==> src/rtl/player_input_cond.sv <==
// Player input conditioning: per-channel 2-FF sync + counter debounce, per-player L/R conflict
// resolution, button rising-edge pulse. Define INPUT_BUTTON_TOGGLE_EN for a toggling button_pressed.
module player_input_cond #(
  parameter int unsigned DEBOUNCE_CYCLES = 65000
) (
  input  logic clk,
  input  logic rst_n,
  input  logic m_left_raw,
  input  logic m_right_raw,
  input  logic gpio_left_raw,
  input  logic gpio_right_raw,
  input  logic button_raw,
  output logic m_left,
  output logic m_right,
  output logic gpio_left,
  output logic gpio_right,
  output logic button_pressed,
  output logic button_edge
);

  localparam int unsigned NCH     = 5;
  localparam int unsigned CW      = $clog2(DEBOUNCE_CYCLES + 1);
  localparam int unsigned CH_ML   = 0;
  localparam int unsigned CH_MR   = 1;
  localparam int unsigned CH_GL   = 2;
  localparam int unsigned CH_GR   = 3;
  localparam int unsigned CH_BTN  = 4;

  logic [NCH-1:0] raw;
  logic [NCH-1:0] s1;
  logic [NCH-1:0] s2;
  logic [NCH-1:0] stable;
  logic [CW-1:0]  cnt [NCH];
  logic           btn_q;

  assign raw = {button_raw, gpio_right_raw, gpio_left_raw, m_right_raw, m_left_raw};

  // Synchronizer and debounce: stable flips after DEBOUNCE_CYCLES consecutive mismatching samples
  always_ff @(posedge clk) begin
    if (!rst_n) begin
      s1     <= '0;
      s2     <= '0;
      stable <= '0;
      for (int i = 0; i < int'(NCH); i++) cnt[i] <= '0;
    end else begin
      s1 <= raw;
      s2 <= s1;
      for (int i = 0; i < int'(NCH); i++) begin
        if (s2[i] == stable[i]) begin
          cnt[i] <= '0;
        end else if (cnt[i] == CW'(DEBOUNCE_CYCLES - 1)) begin
          stable[i] <= s2[i];
          cnt[i]    <= '0;
        end else begin
          cnt[i] <= cnt[i] + CW'(1);
        end
      end
    end
  end

  // Registered outputs; simultaneous left+right requests from one player cancel out
  always_ff @(posedge clk) begin
    if (!rst_n) begin
      m_left         <= 1'b0;
      m_right        <= 1'b0;
      gpio_left      <= 1'b0;
      gpio_right     <= 1'b0;
      button_pressed <= 1'b0;
      button_edge    <= 1'b0;
      btn_q          <= 1'b0;
    end else begin
      m_left      <= stable[CH_ML] & ~stable[CH_MR];
      m_right     <= stable[CH_MR] & ~stable[CH_ML];
      gpio_left   <= stable[CH_GL] & ~stable[CH_GR];
      gpio_right  <= stable[CH_GR] & ~stable[CH_GL];
      btn_q       <= stable[CH_BTN];
      button_edge <= stable[CH_BTN] & ~btn_q;
`ifdef INPUT_BUTTON_TOGGLE_EN
      button_pressed <= button_pressed ^ (stable[CH_BTN] & ~btn_q);
`else
      button_pressed <= stable[CH_BTN];
`endif
    end
  end

endmodule
==> config.mk <==
export PLATFORM = sky130hd
export DESIGN_NAME = player_input_cond
export DESIGN_NICKNAME = d
export VERILOG_FILES = /design/src/rtl/player_input_cond.sv
export SDC_FILE = /design/constraint.sdc
export NUM_CORES = 1
export LEC_CHECK = 0
export ABC_AREA = 1
export CAP_MARGIN = 20
export CORE_MARGIN = 2
export CORE_UTILIZATION = 35
export CTS_BUF_LIST = sky130_fd_sc_hd__clkbuf_4 sky130_fd_sc_hd__clkbuf_8
export DETAILED_ROUTE_END_ITERATION = 7
export DONT_BUFFER_PORTS = 1
export PLACE_DENSITY = 0.49
export SLEW_MARGIN = 10
export SYNTH_ARGS = -nofsm -noshare
export SYNTH_HDL_FRONTEND = slang
export SYNTH_SLANG_ARGS = --single-unit
==> constraint.sdc <==
create_clock -name clk -period 4 [get_ports clk]
set_input_delay 0.8 -clock clk [delete_from_list [all_inputs] [get_ports clk]]
set_output_delay 0.8 -clock clk [all_outputs]
set_load 0.005 [all_outputs]
==> results of run 1 <==
[path summary, 6_finish.rpt]
| check | depth (start not counted) | slack, ps | start | end |
|---|---|---|---|---|
| worst min register to register | 2 | 420 | s1[2] | s2[2] |
| worst max register to register | 8 | 2210 | cnt[4][0] | cnt[4][12] |
| worst max-delay path | 8 | 2210 | cnt[4][0] | cnt[4][12] |
| worst min-delay path | 2 | 420 | s1[2] | s2[2] |
[report_power, final]
part           internal (mW)  switching [mW]  leakage (nW)
Combinational         0.0301          0.0620          1.42
Clock                  0.246           0.389        0.0968
Sequential              1.17          0.0376         0.996
[logic make-up (layout without fill, tap and decap cells)]
| kind of cell | after synthesis | in the layout | synth area share |
|---|---|---|---|
| AOI/OAI and AO/OA | 49 | 49 | 0.04879 |
| buffers and inverters | 98 | 107 | 0.07386 |
| other | 1 | 80 | 0.0006708 |
| and+or+nand+nor | 392 | 392 | 0.3151 |
| DFF | 101 | 101 | 0.5049 |
| adders and majority gates | 5 | 5 | 0.01119 |
| xor gates and xnor gates | 29 | 29 | 0.04543 |
[state kept, by name, summed over array words and instances, names as in the netlist, 5 cells and up]
| register | cells |
|---|---|
| s1 | 5 |
| stable | 5 |
| cnt | 80 |
| s2 | 5 |
[cells in the final DEF (no fill, tap or decap), types with 3 or more instances in the layout]
cell	synthesis	final
inv_2	10	10
o21ai_0	6	6
xnor2_1	12	12
nor2_2	22	22
a21oi_2	6	6
edfxtp_1	80	80
nor2_1	106	106
nor2_4	5	5
conb_1	1	80
ha_1	5	5
xor2_1	17	17
clkinv_4	0	3
o21ai_1	4	4
nand3_1	45	45
dfxtp_1	21	21
a21oi_1	31	31
nand4_1	21	21
nand2_2	8	8
nand2_1	166	166
clkbuf_8	0	9
inv_1	81	81
nand3_2	3	3
or2_0	4	4
nor3_1	4	4
[layout make-up]
type | count | area (um^2)
Clock buffer | 10 | 131.4
Clock inverter | 6 | 55.05
Fill cell | 1641 | 9498
Inverter | 91 | 341.6
Multi-Input combinational cell | 555 | 2651
Sequential cell | 101 | 2823
Tap cell | 216 | 270.3
[per-layer routing]
| metal | vias to the layer above | wire [um] |
|---|---|---|
| met1 | 1890 | 5041 |
| met3 | 13 | 390 |
| met5 | - | 0 |
| li1 | 2263 | - |
| met2 | 30 | 4476 |
| met4 | 0 | 209 |
[stage by stage]
stage | setup WS, ps | total power [mW] | area (um^2) | std cells | util
CTS | 2189 | 1.973 | 6272 | 979 | 0.3977
floorplan | 2393 | 1.305 | 5887 | 754 | -
global placement | 2136 | 1.323 | 6086 | 963 | 0.3859
finish | 2213 | 1.935 | 6272 | 979 | 0.3977
detailed placement | 2113 | 1.324 | 6086 | 963 | 0.3859
global route | 1988 | 2.038 | 6272 | 979 | 0.3977
[worst max-delay path: stages (launching register included)]
cell and delay [ps]:
edfxtp_1 400, ha_1 240, nand4_1 170, nor2_4 150
nand2_2 70, nand2_2 320, inv_1 100, nand2_1 70
inv_1 30
==> impl_metrics.ini, run 1 <==
[sta]
max_freq_mhz = 559.4
fin_crit_ps = 1787
setup_violations = 0
skew_ps = 10.54
drv_slew = 0
hold_viol = 0
fin_crit_sh = 0.4469
whs_ps = 416.8
grt_setup_unrepaired = false
setup_tns_ps = 0

[clock_tree]
htreeDepth = 3
cts_setup_buffers = 0
cts.sinks = 101
cts_hold_buf = 0
clk_latency_ps = 380
clockBufferDepth = 2
ctsResizeCount = 0
cts_root_buf = clkbuf_8
path_clk_slew_ps = 100
cts_tree = done
numCtsBuffers = 9

[placement]
portBuffers = 0
gp_congestion = 0.8163
dpl.hpwl_um = 7700

[yosys]
yosysUniqueCellTypes = 33
yosys_warnings = 0
synth_area_um2 = 5590
syn_area_per_cell_um2 = 8.282
synthFlopType = edfxtp_1
async_reset_ff_frac = 0
synth_common_cells = 166 x nand2_1, 106 x nor2_1, 81 x inv_1, 80 x edfxtp_1, 45 x nand3_1
synth_top_area_share = 0.4297
synth_edf_count = 80
netlist_top_cells_area = edfxtp_1 43%, nand2_1 11%, dfxtp_1 7.5%
synth_top_cell_by_area = edfxtp_1
synth.most_common_cell = nand2_1
synth_cells = 675
synth_seq_cells = 101
ys_seq_area_frac = 0.5049

[worst_setup_path]
crit_type = reg2reg
critPathArrivalTime_ps = 1940
critPathRequiredTime_ps = 4150
crit_fanout = 14
worst_setup_path_end_kind = flip-flop
start_kind = flip-flop

[grt]
grt_max_degree = 22
grt_pass1_vias = 3958
use_met2 = 0.2094
grt_usage = 0.1328
met1_usage = 0.1735
grt_pass1_wl_um = 17960
gr-total-overflow = 0
antenna_found_initial = 0
busiest_layer = met2
grtUsageMet3 = 0.03339

[floorplanning]
die-height_um = 130.4
die_w_um = 130.4
die_area_um2 = 17000
coreArea_um2 = 15770
rows = 46
start_util = 0.3545
io_pins = 13

[power]
ir_worst_vdd_uv = 123.4
p_per_area_nw_per_um2 = 308.5
leakage_nw = 2.510

[routing]
routed_wl_um = 10120
drcViolationCount = 0
first_pass_iters = 4
wire_per_inst_um = 10.33
vias = 4196
first_iter_violations = 188
vias_per_cell = 4.286
ant_nets = 0

[outcome]
status = complete, no violations

[layout]
area_growth_pct = 12.20
antenna_cells = 0
drive_gt1_frac = 0.09830
final_nets = 770

[flow_run]
cap_violations = 0

[min_path]
min_path_type = reg2reg
No activity file was read; power rests on OpenSTA's default activity.
==> run 2: changes to the inputs <==
- clock period: 4 -> 1.9 ns (I/O delays scaled with it)
==> run 2 against run 1 <==
Net effect:
- count of clock-buffer cells in the layout unchanged
- sequential cell count unchanged
- fmax rose by 6.5%
- critical endpoint is now cnt[2][10]
- non-clock buffer count up 2
- sequential share of layout area down 0.099 points
- first-iteration DRC count increased by 18%
==> impl_metrics.ini, run 2 (same netlist as run 1, synthesis figures left out) <==
[clock_tree]
clockBufferDepth = 2
clk_latency_ps = 400
cts_hold_buf = 0
cts_setup_buffers = 0
numCtsBuffers = 9
cts.sinks = 101
ctsResizeCount = 0
path_clk_slew_ps = 110
cts_root_buf = clkbuf_8
htreeDepth = 3
cts_tree = done

[grt]
grt_usage = 0.1345
grt_pass1_vias = 4041
gr-total-overflow = 0
grt_pass1_wl_um = 18200
antenna_found_initial = 0
grt_max_degree = 22

[layout]
final.fill_count = 1691
fin_util = 0.3986
final_cell_mix = 166 x nand2_1, 106 x nor2_1, 81 x inv_1, 80 x edfxtp_1, 80 x conb_1
final_area_um2 = 6286
largest_register_ffs = 80
regMostFlops = cnt
area_growth_pct = 12.44
drive_gt1_frac = 0.1007
final_common_cell = nand2_1
antenna_cells = 0
final_nets = 772

[worst_setup_path]
worst_setup_path_end_kind = flip-flop
crit_type = reg2reg
reg2reg_depth = 8
critPathArrivalTime_ps = 1810
start_kind = flip-flop
crit_fanout = 16
critPathRequiredTime_ps = 2030

[placement]
portBuffers = 0
dpl.hpwl_um = 7830
placed_area_um2 = 6101
gp_congestion = 0.8462

[floorplanning]
die_area_um2 = 17000
coreArea_um2 = 15770
die-height_um = 130.4
rows = 46
die_w_um = 130.4
io_pins = 13
start_util = 0.3545

[sta]
setup_tns_ps = 0
hold_viol = 0
fin_crit_ps = 1678
setup_violations = 0
grt_setup_unrepaired = false
max_freq_mhz = 595.9
fin_crit_sh = 0.8833
drv_slew = 0
skew_ps = 16.53

[power]
leakage_nw = 2.515
ir_worst_vdd_uv = 310.1
p_total_mw = 4.095
p_per_area_nw_per_um2 = 651.4

[outcome]
status = complete, no violations

[routing]
first_pass_iters = 4
drcViolationCount = 0
first_iter_violations = 221
vias_per_cell = 4.308
routed_wl_um = 10270
ant_nets = 0
wire_per_inst_um = 10.47
vias = 4226

[min_path]
min_path_type = in2reg
hold_path_depth = 2

[flow_run]
cap_violations = 0
run 2: final cells by class:
class / count / area, um^2 / area share
timing repair buffer: 2 / 15.01 / 0.002389
inverter: 91 / 341.6 / 0.05434
multi-input combinational: 555 / 2651 / 0.4218
clock inverter: 6 / 53.80 / 0.008559
sequential: 101 / 2823 / 0.4490
tap: 216 / 270.3 / 0.04299
clock buffer: 10 / 131.4 / 0.02090
run 2: routing by layer:
metal / wire (um) / global-route usage / vias up
met4: 209 / 0.05820 / 0
met5: 0 / 0 / -
met1: 5252 / 0.1831 / 1910
met3: 220 / 0.02443 / 13
met2: 4588 / 0.2116 / 35
li1: - / - / 2268
run 2: per-stage QoR:
step	hold slack, ps	worst slack (ps)	cells
after floorplan	390.5	415.7	754
after global placement	404.0	278.5	965
after detailed placement	408.0	232.0	965
after CTS	46.13	204.7	981
after global routing	67.73	29.84	981
final	75.36	221.8	981
run 2: critical path, stage by stage (launching register included):
cell and delay (ps):
edfxtp_1 400, ha_1 260, nand2_1 70, inv_1 50, nand2_1 50, nor2_1 80, nand3_1 140, nand2_2 290
a21oi_1 80
run 2: final timing paths:
kind / slack, ps / startpoint / to
min: 80 / rst_n / s2[2]
max: 220 / cnt[2][0] / cnt[2][10]
min reg2reg: 420 / s1[2] / s2[2]
max reg2reg: 220 / cnt[2][0] / cnt[2][10]
run 2: report_power, final:
| part | switching (mW) | internal, mW | total (mW) |
|---|---|---|---|
| logic | 0.132 | 0.0645 | 0.196 |
| registers | 0.0808 | 2.46 | 2.55 |
| clock network | 0.838 | 0.515 | 1.35 |
| total | 1.05 | 3.04 | 4.09 |
==> run 3: changes to the inputs <==
- ABC_AREA: 1 -> unset
==> run 3 against run 2 <==
Net effect:
- combinational power increased by 4%
- sequential cell count unchanged
- routed wire length decreased by 14%
==> impl_metrics.ini, run 3 <==
[yosys]
synthFlopType = edfxtp_1
synth.most_common_cell = nor2_1
ys_seq_area_frac = 0.5609
netlist_top_cells_area = edfxtp_1 48%, dfxtp_1 8.4%, xnor2_1 7.0%
yosys_warnings = 0
synth_cells = 470
syn_area_per_cell_um2 = 10.71
async_reset_ff_frac = 0
synth_top_cell_by_area = edfxtp_1
synth_common_cells = 89 x nor2_1, 80 x edfxtp_1, 40 x xnor2_1, 34 x nand2_1
synth_edf_count = 80
synth_seq_cells = 101
synth_top_area_share = 0.4774
synth_area_um2 = 5032
yosysUniqueCellTypes = 39

[sta]
drv_slew = 0
fin_ws_ps = 88.74
fin_crit_ps = 1811
whs_ps = 125.0
fin_crit_sh = 0.9533
skew_ps = 13.53
max_freq_mhz = 552.1
grt_setup_unrepaired = true
hold_viol = 0
setup_violations = 0

[routing]
first_iter_violations = 153
vias = 3468
routed_wl_um = 8851
vias_per_cell = 4.545
ant_nets = 0
wire_per_inst_um = 11.60
drcViolationCount = 0
first_pass_iters = 4

[power]
p_int_mw = 3.143
p_sw_frac = 0.2246
power_switching_uw = 910.3
leakage_nw = 2.098
seqPwrFrac = 0.627
p_per_area_nw_per_um2 = 684.1
comb_power_share = 0.050
clkPwrFrac = 0.323
ir_worst_vdd_uv = 365.4

[grt]
grt_pass1_vias = 3246
gr-total-overflow = 0
grt_max_degree = 28
grt_usage = 0.1274
grt_pass1_wl_um = 15200
antenna_found_initial = 0

[floorplanning]
die_area_um2 = 15350
io_pins = 13
die-height_um = 123.9
die_w_um = 123.9
coreArea_um2 = 13990
start_util = 0.3597
rows = 43

[layout]
area_growth_pct = 17.75
drive_gt1_frac = 0.09949
largest_register_ffs = 80
final.fill_count = 1406
antenna_cells = 0
final_common_cell = nor2_1
final_cell_mix = 89 x nor2_1, 80 x edfxtp_1, 80 x conb_1, 40 x xnor2_1, 34 x nand2_1
regMostFlops = cnt
final_nets = 590

[worst_setup_path]
slowest_stage = edfxtp_1
critPathArrivalTime_ps = 2050
crit_path_frequent_cell = or3_2
worst_setup_path_end_kind = flip-flop
start_kind = flip-flop
crit_type = reg2reg
crit_fanout = 5
critPathRequiredTime_ps = 2140
crit_chain = nand2_1 -> or3_2 -> or3_2 -> a21oi_1
slowest_delay_ps = 480

[clock_tree]
cts_root_buf = clkbuf_8
cts_tree = done
path_clk_slew_ps = 100
numCtsBuffers = 9
clk_latency_ps = 380
htreeDepth = 3
clockBufferDepth = 2
cts.sinks = 101

[placement]
gp_congestion = 0.7936
dpl.hpwl_um = 6492
portBuffers = 0
dpl_worst_slack_ps = 45.23

[outcome]
status = complete, no violations

[min_path]
min_path_type = in2reg

[flow_run]
cap_violations = 0
==> run 3: cell count changes after synthesis, sizes merged, moves of 8 or more <==
cell   previous run  this run
and2              0        13
a21oi            37         3
nor4              0        19
o21ai            10         2
inv              91        12
nand3            48        32
xnor2            12        40
and3              0         8
nor2            133        89
nand2           176        34
xor2             17        32
==> run 3: path summary, 6_finish.rpt <==
path,startpoint,to,slack [ps],cells after the start
setup / recovery,cnt[4][9],cnt[4][15],90,4
hold / removal,m_left_raw,s1[0],120,1
setup reg to reg,cnt[4][9],cnt[4][15],90,4
hold reg to reg,btn_q,button_edge,430,1
==> run 3: layout make-up <==
type                            count  area [um^2]  share of cell area
Timing Repair Buffer               29        217.7             0.03674
Clock buffer                       14        173.9             0.02935
Inverter                           12        45.04            0.007601
Tap cell                          180        225.2             0.03801
Multi-Input combinational cell    425         2432              0.4105
Clock inverter                      2        8.758            0.001478
Sequential cell                   101         2823              0.4764
==> run 3: per-layer routing <==
metal,part of all wire,track usage
met4,0.022,0.06882
met3,0.023,0.02473
met1,0.51,0.1746
met2,0.45,0.1899
met5,0,0
==> run 3: timing repair <==
action / CTS / global route
buffers inserted: 0 / 1
endpoints found under the hold margin: 0 / 0
gates resized for setup: 0 / 5
setup endpoints to repair: 0 / 51
hold buffers: 0 / 0
==> run 3: per-stage QoR <==
stage / power, mW / instance area (um^2) / util / std cells / TNS [ps]
2_1_floorplan: 2.729 / 5331 / - / 549 / 0
3_3_place_gp: 2.788 / 5709 / 0.4081 / 746 / 0
3_5_place_dp: 2.791 / 5709 / 0.4081 / 746 / 0
4_1_cts: 4.117 / 5892 / 0.4212 / 762 / 0
5_1_grt: 4.247 / 5926 / 0.4236 / 763 / -174.4
6_report: 4.054 / 5926 / 0.4236 / 763 / 0
==> run 3: cell families after synthesis <==
group | share of synthesized area
AOI/OAI and AO/OA | 0.01840
xor gates and xnor gates | 0.1253
adders and majority gates | 0.01243
buffers and inverters | 0.02039
DFF | 0.5609
muxes | 0.009946
other | 0.0007452
and+or+nand+nor | 0.2519
==> run 3: critical path: cells and delay by family, from the launching register on <==
family	cells	cell delay, ps
AND/OR/NAND/NOR	3	1020
AO/OA/AOI/OAI	1	160
flip-flops	1	480
==> run 3: power by group through the flow <==
stage | clock (mW) | combinational, mW | sequential (mW)
6_report | 1.31 | 0.203 | 2.54
5_1_grt | 1.45 | 0.235 | 2.56
4_1_cts | 1.38 | 0.198 | 2.54
3_5_place_dp | 0 | 0.196 | 2.59
3_3_place_gp | 0 | 0.196 | 2.59
2_1_floorplan | 0 | 0.150 | 2.58
